$ cat src/rtl/lapido_pkg.sv
// lapido_pkg: definitions shared between the Lapido control unit and the
// instruction encoder.
//   - opType     : 6-bit symbolic operation enum (30 legal values)
//   - CLASS_*    : 3-bit instruction class codes, word bits [31:29]
//   - FN_*       : 5-bit function codes, word bits [28:24] (ALUOp encoding)
//   - *_LSB      : field bit positions inside the 32-bit word
//   - packFields : assembles a word from class, function and operand fields
package lapido_pkg;

  typedef enum logic [5:0] {
    OP_ADD, OP_ADDINC, OP_INCA, OP_SUBDEC, OP_SUB, OP_DECA, OP_LSL, OP_ASR,
    OP_ZEROS, OP_AND, OP_ANDNOTA, OP_PASSB, OP_ANDNOTB, OP_PASSA, OP_XOR, OP_OR,
    OP_NAND, OP_XNOR, OP_PASSNOTA, OP_ORNOTA, OP_PASSNOTB, OP_ORNOTB, OP_NOR, OP_ONES,
    OP_LOAD, OP_STORE, OP_LOADLIT, OP_NOP, OP_BEQ, OP_BNE
  } opType;

  typedef enum logic [1:0] {
    S_IDLE, S_RUN, S_PAD, S_DONE
  } stateType;

  localparam logic [2:0] CLASS_NOP    = 3'b000;
  localparam logic [2:0] CLASS_ALU    = 3'b001;
  localparam logic [2:0] CLASS_CONST  = 3'b010;
  localparam logic [2:0] CLASS_MEM    = 3'b100;
  localparam logic [2:0] CLASS_BRANCH = 3'b101;

  localparam logic [4:0] FN_ADD        = 5'b00000;
  localparam logic [4:0] FN_ADDINC     = 5'b00001;
  localparam logic [4:0] FN_INCA       = 5'b00011;
  localparam logic [4:0] FN_SUBDEC     = 5'b00100;
  localparam logic [4:0] FN_SUB        = 5'b00101;
  localparam logic [4:0] FN_DECA       = 5'b00110;
  localparam logic [4:0] FN_LSL        = 5'b01000;
  localparam logic [4:0] FN_ASR        = 5'b01001;
  // The sixteen bitwise functions occupy 10000..11111 in enum order.
  localparam logic [4:0] FN_LOGIC_BASE = 5'b10000;
  localparam logic [4:0] FN_LOAD       = 5'b00000;
  localparam logic [4:0] FN_STORE      = 5'b00001;
  localparam logic [4:0] FN_LOADLIT    = 5'b00010;
  localparam logic [4:0] FN_BEQ        = 5'b00100;
  localparam logic [4:0] FN_BNE        = 5'b01000;

  localparam int CLASS_LSB = 29;
  localparam int FN_LSB    = 24;
  localparam int RD_LSB    = 20;
  localparam int RA_LSB    = 16;
  localparam int RB_LSB    = 12;
  localparam int IMM_LSB   = 0;

  localparam logic [31:0] NOP_WORD = {CLASS_NOP, 29'b0};

  // The immediate overlays the rb field, so only one of them is placed.
  function automatic logic [31:0] packFields(
    input logic [2:0]  cls,
    input logic [4:0]  fn,
    input logic [3:0]  rd,
    input logic [3:0]  ra,
    input logic [3:0]  rb,
    input logic [15:0] imm,
    input logic        useImm
  );
    logic [31:0] word;
    word = (32'(cls) << CLASS_LSB) | (32'(fn) << FN_LSB)
         | (32'(rd) << RD_LSB) | (32'(ra) << RA_LSB);
    word = word | (useImm ? (32'(imm) << IMM_LSB) : (32'(rb) << RB_LSB));
    return word;
  endfunction

endpackage

$ cat src/rtl/instr_pack.sv
// instr_pack: combinational operation -> instruction word packer.
// Ports:
//   op        in  6   operation enum (opType values; others are illegal)
//   rd/ra/rb  in  4   register fields
//   imm       in  16  immediate for memory, constant and branch operations
//   legal     out 1   op is a defined enum value
//   word      out 32  encoded word (NOP_WORD when illegal)
module instr_pack
  import lapido_pkg::*;
(
  input  logic [5:0]  op,
  input  logic [3:0]  rd,
  input  logic [3:0]  ra,
  input  logic [3:0]  rb,
  input  logic [15:0] imm,
  output logic        legal,
  output logic [31:0] word
);

  always_comb begin
    // NOTE: every output gets a default before the case so no path can
    // leave it unassigned, which would otherwise infer a latch.
    legal = 1'b1;
    word  = NOP_WORD;
    case (op)
      OP_ADD:     word = packFields(CLASS_ALU, FN_ADD,    rd, ra, rb, imm, 1'b0);
      OP_ADDINC:  word = packFields(CLASS_ALU, FN_ADDINC, rd, ra, rb, imm, 1'b0);
      OP_INCA:    word = packFields(CLASS_ALU, FN_INCA,   rd, ra, rb, imm, 1'b0);
      OP_SUBDEC:  word = packFields(CLASS_ALU, FN_SUBDEC, rd, ra, rb, imm, 1'b0);
      OP_SUB:     word = packFields(CLASS_ALU, FN_SUB,    rd, ra, rb, imm, 1'b0);
      OP_DECA:    word = packFields(CLASS_ALU, FN_DECA,   rd, ra, rb, imm, 1'b0);
      OP_LSL:     word = packFields(CLASS_ALU, FN_LSL,    rd, ra, rb, imm, 1'b0);
      OP_ASR:     word = packFields(CLASS_ALU, FN_ASR,    rd, ra, rb, imm, 1'b0);
      OP_LOAD:    word = packFields(CLASS_MEM, FN_LOAD,   rd, ra, rb, imm, 1'b1);
      OP_STORE:   word = packFields(CLASS_MEM, FN_STORE,  rd, ra, rb, imm, 1'b1);
      OP_LOADLIT: word = packFields(CLASS_CONST, FN_LOADLIT, rd, ra, rb, imm, 1'b1);
      OP_NOP:     word = NOP_WORD;
      OP_BEQ:     word = packFields(CLASS_BRANCH, FN_BEQ, rd, ra, rb, imm, 1'b1);
      OP_BNE:     word = packFields(CLASS_BRANCH, FN_BNE, rd, ra, rb, imm, 1'b1);
      default: begin
        // Bitwise ops are contiguous in the enum, so their function code is
        // the base plus the offset from OP_ZEROS.
        if (op >= OP_ZEROS && op <= OP_ONES)
          word = packFields(CLASS_ALU, FN_LOGIC_BASE + 5'(op - OP_ZEROS),
                            rd, ra, rb, imm, 1'b0);
        else
          legal = 1'b0;
      end
    endcase
  end

endmodule

$ cat src/rtl/instr_encoder.sv
// instr_encoder: accepts symbolic operations over valid/ready, packs them
// into 32-bit Lapido words and writes them sequentially to instruction memory.
// Optional feature macro: INSTR_ENCODER_BRANCH_PAD_EN -- when defined, every
// written beq/bne is followed by a NOP in the next slot (PAD state).
// Ports:
//   clock, reset          rising-edge clock, synchronous active-high reset
//   start                 clear address/count/err/done and enter RUN
//   in_valid/in_ready     beat handshake
//   in_op, in_rd, in_ra, in_rb, in_imm, in_last   beat payload
//   imem_we/addr/wdata    registered instruction-memory write port
//   count                 words written since start
//   done                  program complete, held until start/reset
//   err                   sticky: illegal op or address wrap
module instr_encoder
  import lapido_pkg::*;
#(
  parameter int ADDR_W = 8
) (
  input  logic              clock,
  input  logic              reset,
  input  logic              start,
  input  logic              in_valid,
  output logic              in_ready,
  input  logic [5:0]        in_op,
  input  logic [3:0]        in_rd,
  input  logic [3:0]        in_ra,
  input  logic [3:0]        in_rb,
  input  logic [15:0]       in_imm,
  input  logic              in_last,
  output logic              imem_we,
  output logic [ADDR_W-1:0] imem_addr,
  output logic [31:0]       imem_wdata,
  output logic [ADDR_W:0]   count,
  output logic              done,
  output logic              err
);

  stateType          state, nextState;
  logic [ADDR_W-1:0] writeAddr;
  logic              packLegal;
  logic [31:0]       packWord;
  logic              accept;

  assign accept = in_valid && in_ready;

`ifdef INSTR_ENCODER_BRANCH_PAD_EN
  logic isBranch;
  logic padLast;   // the branch that triggered PAD was the final beat
  assign isBranch = (in_op == OP_BEQ) || (in_op == OP_BNE);
`endif

  instr_pack packer (
    .op    (in_op),
    .rd    (in_rd),
    .ra    (in_ra),
    .rb    (in_rb),
    .imm   (in_imm),
    .legal (packLegal),
    .word  (packWord)
  );

  // State register.
  always_ff @(posedge clock) begin
    // NOTE: clocked state uses non-blocking assignments so every register
    // samples pre-edge values regardless of statement order.
    if (reset) state <= S_IDLE;
    else       state <= nextState;
  end

  // Next-state logic; start overrides everything, including a pending pad.
  always_comb begin
    nextState = state;
    if (start) begin
      nextState = S_RUN;
    end else begin
      case (state)
        S_RUN: begin
          if (accept) begin
            if (in_last) nextState = S_DONE;
`ifdef INSTR_ENCODER_BRANCH_PAD_EN
            if (packLegal && isBranch) nextState = S_PAD;
`endif
          end
        end
`ifdef INSTR_ENCODER_BRANCH_PAD_EN
        S_PAD:   nextState = padLast ? S_DONE : S_RUN;
`endif
        S_IDLE:  nextState = S_IDLE;
        S_DONE:  nextState = S_DONE;
        default: nextState = S_IDLE;
      endcase
    end
  end

  // Output logic: a beat presented alongside start is never accepted.
  always_comb begin
    in_ready = (state == S_RUN) && !start;
  end

  // Write port, address counter and status. Everything is registered, so a
  // beat accepted in cycle N appears on the write port in cycle N+1.
  always_ff @(posedge clock) begin
    if (reset) begin
      imem_we    <= 1'b0;
      imem_addr  <= '0;
      imem_wdata <= '0;
      writeAddr  <= '0;
      count      <= '0;
      done       <= 1'b0;
      err        <= 1'b0;
`ifdef INSTR_ENCODER_BRANCH_PAD_EN
      padLast    <= 1'b0;
`endif
    end else if (start) begin
      imem_we    <= 1'b0;
      imem_addr  <= '0;
      writeAddr  <= '0;
      count      <= '0;
      done       <= 1'b0;
      err        <= 1'b0;
`ifdef INSTR_ENCODER_BRANCH_PAD_EN
      padLast    <= 1'b0;
`endif
    end else begin
      imem_we <= 1'b0;
      // done trails the DONE state by a cycle so it rises after the last write.
      done    <= (state == S_DONE);
      // The write now on the port hit the top address: flag the wrap.
      if (imem_we && imem_addr == {ADDR_W{1'b1}}) err <= 1'b1;
      if (accept) begin
        if (packLegal) begin
          imem_we    <= 1'b1;
          imem_addr  <= writeAddr;
          imem_wdata <= packWord;
          writeAddr  <= writeAddr + 1'b1;
          count      <= count + 1'b1;
        end else begin
          err <= 1'b1;
        end
`ifdef INSTR_ENCODER_BRANCH_PAD_EN
        padLast <= in_last;
`endif
      end
`ifdef INSTR_ENCODER_BRANCH_PAD_EN
      if (state == S_PAD) begin
        imem_we    <= 1'b1;
        imem_addr  <= writeAddr;
        imem_wdata <= NOP_WORD;
        writeAddr  <= writeAddr + 1'b1;
        count      <= count + 1'b1;
      end
`endif
    end
  end

endmodule

$ cat config.mk
export PLATFORM = sky130hd
export DESIGN_NAME = instr_encoder
export DESIGN_NICKNAME = d
export VERILOG_FILES = /design/src/rtl/lapido_pkg.sv /design/src/rtl/instr_pack.sv /design/src/rtl/instr_encoder.sv
export SDC_FILE = /design/constraint.sdc
export NUM_CORES = 1
export LEC_CHECK = 0
export BUFFER_PORTS_ARGS = -buffer_cell sky130_fd_sc_hd__buf_2
export CAP_MARGIN = 20
export CORE_MARGIN = 3
export CORE_UTILIZATION = 51
export DETAILED_ROUTE_END_ITERATION = 10
export GPL_TIMING_DRIVEN = 0
export PLACE_DENSITY = 0.8
export SKIP_CTS_REPAIR_TIMING = 1
export SYNTH_ARGS = -nofsm -noshare
export SYNTH_HDL_FRONTEND = slang
export SYNTH_HIERARCHICAL = 1
export SYNTH_SLANG_ARGS = --single-unit
export TNS_END_PERCENT = 30
$ cat constraint.sdc
create_clock -name clock -period 2.7 [get_ports clock]
set_input_delay 0.54 -clock clock [delete_from_list [all_inputs] [get_ports clock]]
set_output_delay 0.54 -clock clock [all_outputs]
set_load 0.03 [all_outputs]
Word level (Yosys, flattened, before mapping)

Cells that the tools add are included.

Register bits: 62
Input port bits: 39
Output and inout port bits: 53

Eq/ne operators: 20
Bitwise gates (word level): 31
Muxes and demuxes: 12
$add $sub $neg: 4
Reduce and logical (&&, ||, !) cells: 13
$lt $le $gt $ge: 2

Operators with widths:

| operator                                                       | count |
|---|---|
| case mux 32 bit (14 select lines)                              | 1 |
| bitwise OR 32 x 16 -> 32 bit                                   | 13 |
| bitwise OR 30 x 20 -> 30 bit                                   | 9 |
| bitwise OR 32 x 20 -> 32 bit                                   | 4 |
| == test 6 x 5 -> 1 bit, second input constant                  | 6 |
| bitwise OR 31 x 20 -> 31 bit                                   | 1 |
| two-way mux 30 bit                                             | 1 |
| bitwise OR 30 x 16 -> 30 bit                                   | 1 |
| bitwise OR 30 x 24 -> 30 bit                                   | 1 |
| == test 6 x 3 -> 1 bit, second input constant                  | 4 |
| OR reduction 14 bit                                            | 1 |
| == test 6 x 2 -> 1 bit, second input constant                  | 2 |
| adder 9 x 1 -> 9 bit, second input constant                    | 1 |
| adder 8 x 1 -> 8 bit, second input constant                    | 1 |
| == test 8 bit, second input constant                           | 1 |
| two-way mux 1 bit                                              | 7 |
| == test 6 x 1 -> 1 bit, second input constant                  | 1 |
| >= comparator 6 x 4 -> 1 bit, second input constant            | 1 |
| less-or-equal comparator 6 x 5 -> 1 bit, second input constant | 1 |
| zero test 6 bit                                                | 1 |
| inequality test 3 bit, second input constant                   | 2 |
| AND reduction 2 bit                                            | 3 |
| adder 5 bit, first input constant                              | 1 |
| subtractor 5 x 4 -> 5 bit, second input constant               | 1 |
| 11 further kinds                                               | 17 |

Depth between registers and ports, before layout

Gate-level depths: netlist of run 1.

Depth after elaboration: 7
Mapped depth: 7
Depth with buffers taken out: 5

By module

Netlist of run 1, hierarchy kept.

By module, submodules not included:

| module        | cells each | area each (µm²) | times used |
|---|---|---|---|
| instr_encoder | 301        | 2507.4          | 1 |
| instr_pack    | 66         | 452.9           | 1 |

Worst setup path after synthesis of run 1

No wires, ideal clock.

Kind: input port to flip-flop
Start: input port in_op[3]
End: register writeAddr[5]
Path slack: 0.639 ns
Stages: 6
Setup time: 0.070 ns
Arrival time: 1.990 ns
Cell sequence: clkbuf_1 a41oi_1 buf_2 nand4_1 or4_1 a21oi_1

Cells in the longest elaborated chain, start to end: 5
Elaborated cells on any way between the ends: 21
Classes of those cells: order compare (2); eq/ne (13); mux (2); reduce/logical (4)

RTL lines:

| item                                                                                           | RTL line             | RTL |
|---|---|---|
| from (decl)                                                                                    | instr_encoder.sv:24  | `input logic [5:0] in_op,` |
| >= comparator 6 x 4 -> 1 bit / less-or-equal comparator 6 x 5 -> 1 bit (equally long branches) | instr_pack.sv:43     | `if (op >= OP_ZEROS && op <= OP_ONES)` |
| logical AND 1 bit                                                                              | instr_pack.sv:43     |  |
| two-way mux 1 bit                                                                              | instr_pack.sv:43     |  |
| two-way mux 1 bit (*)                                                                          | instr_pack.sv:25     | `case (op)` |
| via packLegal                                                                                  | instr_encoder.sv:40  | `logic packLegal;` |
| AND reduction 2 bit (no source line) (*)                                                       | n/a                  |  |
| to (signal assigned)                                                                           | instr_encoder.sv:135 | `writeAddr <= writeAddr + 1'b1;` |
| to (decl)                                                                                      | instr_encoder.sv:39  | `logic [ADDR_W-1:0] writeAddr;` |

The timed path passes the listed nets; every way through them passes the cells marked *.
A chain may end at the register's enable or synchronous reset.

Final worst setup path of run 1

Start: input port in_op[3]
End: register writeAddr[6]

Same word-level chain as after synthesis.

==> metrics.md, run 1 <==
| Metric | Value |
|---|---|
| Cell Area, Placed | `approximately 3500 µm²` |
| Clock skew | `0.007685 ns` |
| Clk_lat worst skew | `0.34 ns` |
| Required @ worst endpoint | `between 2 and 3 ns` |
| Diodes inserted | `0` |
| Pwr dens | `~540 nW/µm²` |
| DRC violations left | `0` |
| Critical path data arrival time | `2.60 ns` |
| Warnings from Yosys | `6` |
| Max Root-Sink Buffers | `2` |
| Leak pwr | `1.460 nW` |
| Layout filler cell count | `505` |
| Initial Utilization | `between 50% and 60%` |
| Multi-input logic area | `1544 µm²` |
| Minimum clock period | `between 2 and 2.5 ns` |
| Layout cell share with drive strength beyond 1 | `between 20% and 30%` |
| TNS Setup | `0 ns` |
| Slew headroom | `66.03%` |
| Number of flops mapped to enable cells by yosys | `0` |
| Register area | `1241 µm²` |
| Peak supply drop | `0.3407 mV` |
| Io pins | `between 90 and 100` |
| Unrepaired setup endpoints after global routing | `no` |
| Row count | `27` |
| Final setup viols | `0` |
| Commonest non-fill, non-tap cell in the layout | `buf_2` |
| Hold crit path type | `input port to register` |
| Clock slew seen by the registers of the worst setup and hold paths | `approximately 0.07 ns` |
| Final hold vios | `0` |
| Max FO, Critical Path | `10` |
| Pin count of the biggest net entering global routing | `11` |
| Htree depth | `3` |
| Root Buffer | `clkbuf_8` |
| Crit path kind | `input port to register` |
| CTS tree | `done` |
| Die Height | `82.19 µm` |
| Max-cap viol count | `0` |
| Status | `completed` |
| Via/cell ratio | `between 5 and 6` |
| Initial antenna violation count | `0` |
| Area Growth Syn to Fin | `25.74%` |
| Number of I/O port buffers | `90` |
| HPWL Detailed | `slightly below 6 mm` |
| Global Route Usage Sum | `between 20% and 30%` |
| Post-synth top flop | `dfxtp_1` |
| Hold slack final | `about 0.44 ns` |
| Die X | `~80 µm` |
| Clk sinks | `between 60 and 70` |
| Final net count | `~510` |
| Max Fclk | `0.4266 GHz` |
| Most frequent cells in the layout | `buf_2, dfxtp_1, a21oi_1` |
| Total CTS buffers | `9` |
| Slew Viols, Final | `0` |
| Cell area after layout | `3722 µm²` |
| Core box area | `between 5000 and 6000 µm²` |
| Mapped Nets | `between 400 and 500` |
| Iter 0 DRT Violations | `about 230` |
| Synth Register Bits | `62` |
| Worst Tran Pin Value | `just over 0.5 ns` |
| Startpoint class of the critical path | `input port` |
| Critical Path Sink Type | `register` |
| Die area | `6754 µm²` |
| Via count | `approximately 3200` |
| Syn Inst Count | `367` |
| Synth Cell Area | `about 3000 µm²` |
| Vias in the first global route | `2861` |
| WL per Instance | `approximately 15 µm` |
| GPL Wtd Cong | `0.8042` |
| First-pass GRT wire length | `about 13 mm` |
| Asr flop ratio synth | `0%` |
| Pre-antenna DRT Iters | `5` |
| Avg Cell Area, Syn | `around 8.1 µm²` |
| Register area share after synthesis | `41.93%` |
| Period utilization | `around 87%` |
| Synth unique cells | `44` |
| DRT Wirelength | `8.105 mm` |
| Antenna-violating nets left | `0` |
| Gr ovfl total | `0` |
==> through the flow <==
stage	total power [mW]	utilization, %	worst slack (ns)	cells
final	2.015	66.78	0.3559	544
after global routing	2.073	66.78	0.2169	544
after CTS	2.021	66.78	0.3880	544
after detailed placement	1.123	62.81	0.05573	529
after global placement	1.121	62.81	0.08279	529
after floorplan	1.056	-	0.6393	367
==> layout make-up <==
| type | count | area share (%) |
|---|---|---|
| Multi-Input combinational cell | 266 | 41.48 |
| Sequential cell | 62 | 33.34 |
| Timing Repair Buffer | 90 | 12.10 |
| Buffer | 37 | 4.504 |
| Clock buffer | 11 | 4.067 |
| Tap cell | 72 | 2.420 |
| Clock inverter | 4 | 1.882 |
| Inverter | 2 | 0.2017 |
==> per-layer routing <==
metal | wire length, µm | global-route usage, % | up-vias | share of wire (%)
met5 | 0 | 0 | - | 0
met1 | 3481 | 30.44 | 1489 | 43
li1 | - | - | 1548 | -
met2 | 3882 | 39.82 | 123 | 48
met3 | 556 | 6.182 | 18 | 6.9
met4 | 184 | 10.80 | 0 | 2.3
==> flip-flops by register name, summed over array words and instances (netlist names) <==
name        flops
count           9
done            1
err             1
imem_addr       8
imem_wdata     32
imem_we         1
state           2
writeAddr       8
==> critical path, cell delays in order <==
cell and delay [ns]:
buf_2 0.12, clkbuf_1 0.21, a41oi_1 0.49, buf_2 0.33, nand4_1 0.26, or4_1 0.48
a21oi_1 0.18
==> power by group <==
group          total, mW  leakage (nW)  internal [mW]  switching (mW)
clock network      0.909         0.115          0.562           0.347
logic              0.183         0.846         0.0648           0.118
registers          0.923         0.500          0.919         0.00371
total               2.01          1.46           1.55           0.469
==> path summary, 6_finish.rpt <==
| kind | startpoint | to | slack [ns] | depth (start not counted) |
|---|---|---|---|---|
| worst min register to register | imem_wdata[4] | imem_wdata[4] | 0.48 | 2 |
| worst max-delay path | in_op[3] | writeAddr[6] | 0.36 | 7 |
| worst max register to register | state[0] | imem_wdata[14] | 1.03 | 5 |
| worst min-delay path | in_last | state[1] | 0.44 | 3 |
==> cells in the mapped netlist (all sizes together), types with 2 or more instances <==
library cell,count,share of area [%]
nand2,12,1.5
a21oi,61,10
and2,20,4.2
dfxtp,62,42
o21ai,49,8.3
inv,2,0.25
a31oi,3,0.63
nand4,7,1.5
or4,8,2.0
a22o,4,1.2
nand3,45,7.6
ha,2,0.85
nor4,2,0.42
nand4bb,2,0.76
nor3,5,1.2
mux2i,2,0.68
nor2b,3,0.63
nor2,7,0.89
nand2b,3,1.1
buf,11,2.3
or3,7,1.5
o31ai,9,2.3
clkbuf,26,3.3
==> logic make-up (layout without fill, tap and decap cells) <==
logic type | after synthesis | in the layout | share of synthesized area [%]
muxes | 2 | 2 | 0.6763
AOI/OAI and AO/OA | 134 | 134 | 25.11
buffers and inverters | 39 | 144 | 5.917
and+or+nand+nor | 128 | 128 | 25.53
adders and majority gates | 2 | 2 | 0.8452
DFF | 62 | 62 | 41.93
Power figures use the tool's default switching activity.
==> inputs of run 2 (changes only) <==
Settings changed: CORE_UTILIZATION 51 to 55, PLACE_DENSITY 0.8 to 0.85.
Clock period 2.7 ns to 2.93 ns, I/O delays scaled along.
==> metrics.md, run 2 (synthesis gave the netlist of run 1 again) <==
| Metric | Value |
|---|---|
| GPL Wtd Cong | `0.8663 (+7.7%)` |
| Vias in the first global route | `3014 (+5.3%)` |
| Clk_lat worst skew | `0.34 ns (about the same)` |
| Die Height | `79.37 µm (-3.4%)` |
| Crit-path cells | `buf_2 > clkbuf_1 > a41oi_1 > buf_2 > nand4_1 > or4_1 > a21oi_1` |
| Clock slew seen by the registers of the worst setup and hold paths | `0.07 ns (about the same)` |
| Root Buffer | `clkbuf_8` |
| Pin count of the biggest net entering global routing | `11 (unchanged)` |
| Clock skew | `0.01244 ns (+0.004760 ns)` |
| Final net count | `509 (unchanged)` |
| Via count | `3178 (unchanged)` |
| WL per Instance | `15.10 µm (+1.3%)` |
| Hold crit path type | `register to register` |
| Area Growth Syn to Fin | `22.99%` |
| Diodes inserted | `0 (unchanged)` |
| Initial antenna violation count | `0 (unchanged)` |
| Antenna-violating nets left | `0 (unchanged)` |
| Io pins | `92 (unchanged)` |
| Critical path data arrival time | `2.70 ns (+0.10 ns)` |
| Total CTS buffers | `9 (unchanged)` |
| Row count | `26 (-3.7%)` |
| Worst Tran Pin Value | `0.4981 ns (-0.01145 ns)` |
| Critical Path Sink Type | `register` |
| Final hold vios | `0 (unchanged)` |
| Largest register by flop count | `imem_wdata` |
| Most frequent cells in the layout | `buf_2, dfxtp_1, a21oi_1` |
| CTS tree | `done` |
| Peak supply drop | `0.2717 mV (-20%)` |
| TNS Setup | `0 ns (unchanged)` |
| Period utilization | `around 83%` |
| Slowest stage delay, CP | `0.53 ns (+0.04 ns)` |
| Gr ovfl total | `0 (unchanged)` |
| Total power | `1.612 mW (-20%)` |
| Global Route Usage Sum | `27.05% (+2.6 points)` |
| DRC violations left | `0 (unchanged)` |
| Crit path kind | `input port to register` |
| Hold slack final | `0.4744 ns (+0.03487 ns)` |
| Slowest CP cell | `or4_1` |
| Pre-antenna DRT Iters | `5 (unchanged)` |
| Number of I/O port buffers | `90 (unchanged)` |
| HPWL Detailed | `5.799 mm (-0.41%)` |
| Max Fclk | `around 0.4 GHz` |
| Initial Utilization | `57.23% (+4.1 points)` |
| Iter 0 DRT Violations | `172 (-24%)` |
| DRT Wirelength | `8.152 mm (+0.58%)` |
| Most used cell, CP | `buf_2` |
| First-pass GRT wire length | `13.58 mm (+5.4%)` |
| Max reg flops | `32 (unchanged)` |
| Status | `completed` |
| Minimum clock period | `2.433 ns` |
| Die X | `79.37 µm (-3.4%)` |
| Max FO, Critical Path | `10 (unchanged)` |
| Leak pwr | `1.423 nW (-2.6%)` |
| Final setup viols | `0 (unchanged)` |
| Pwr dens | `442.9 nW/µm² (-18%)` |
| Htree depth | `3 (unchanged)` |
| Slew headroom | `66.36% (+0.33 points)` |
| Via/cell ratio | `5.885 (+0.74%)` |
| Clk sinks | `62 (unchanged)` |
| Max Root-Sink Buffers | `2 (unchanged)` |
| Core box area | `5172 µm² (-7.2%)` |
| Slew Viols, Final | `0 (unchanged)` |
| Die area | `6299 µm² (-6.7%)` |
| Commonest non-fill, non-tap cell in the layout | `buf_2` |
| Regs by FF count | `imem_wdata: 32 flops, count: 9 flops` |
| Startpoint class of the critical path | `input port` |
| Layout cell share with drive strength beyond 1 | `25.53% (-0.53 points)` |
| Max-cap viol count | `0 (unchanged)` |
| Unrepaired setup endpoints after global routing | `no` |
| Required @ worst endpoint | `3.20 ns (+0.24 ns)` |
[run 2: stage by stage]
step	worst slack [ns]	utilization [%]	cells	instance area [µm²]
2_1_floorplan	0.8233	-	367	2960
3_3_place_gp	0.2317	67.63	527	3498
3_5_place_dp	0.2129	67.63	527	3498
4_1_cts	0.5493	70.39	540	3641
5_1_grt	0.3401	70.39	540	3641
6_report	0.4967	70.39	540	3641
[run 2: worst max-delay path: cells and delay by family]
kind	cells	cell delay, ns
AND/OR/NAND/NOR	2	0.77
buffers and inverters	3	0.65
AO/OA/AOI/OAI	2	0.69
[run 2: final timing paths]
| kind | from | to | slack (ns) | depth (start not counted) |
|---|---|---|---|---|
| max | in_op[3] | writeAddr[7] | 0.50 | 7 |
| max reg2reg | state[0] | imem_wdata[12] | 1.26 | 5 |
| min reg2reg | imem_wdata[4] | imem_wdata[4] | 0.47 | 2 |
| min | imem_wdata[4] | imem_wdata[4] | 0.47 | 2 |
[run 2: power by group]
part | switching (mW) | total [mW] | internal (mW)
clock | 0.305 | 0.593 | 0.288
combinational | 0.109 | 0.169 | 0.0598
sequential | 0.00328 | 0.850 | 0.847
total | 0.418 | 1.61 | 1.19
[run 2: per-layer routing]
metal | part of all wire, % | track usage (%) | wire, µm | vias up
met5 | 0 | 0 | 0 | -
met4 | 1.5 | 10.65 | 124 | 0
met3 | 6.2 | 6.689 | 504 | 12
li1 | - | - | - | 1550
met2 | 50 | 46.80 | 4082 | 109
met1 | 42 | 32.03 | 3441 | 1507
[run 2: layout make-up]
cell class | instances | area, µm²
clock inverters | 3 | 15.01
repair buffers | 90 | 450.4
well taps | 70 | 87.58
flip-flops and latches | 62 | 1241
inverters | 2 | 7.507
fillers | 458 | 1531
multi-input cells | 266 | 1544
plain buffers | 37 | 167.7
clock buffers | 10 | 127.6
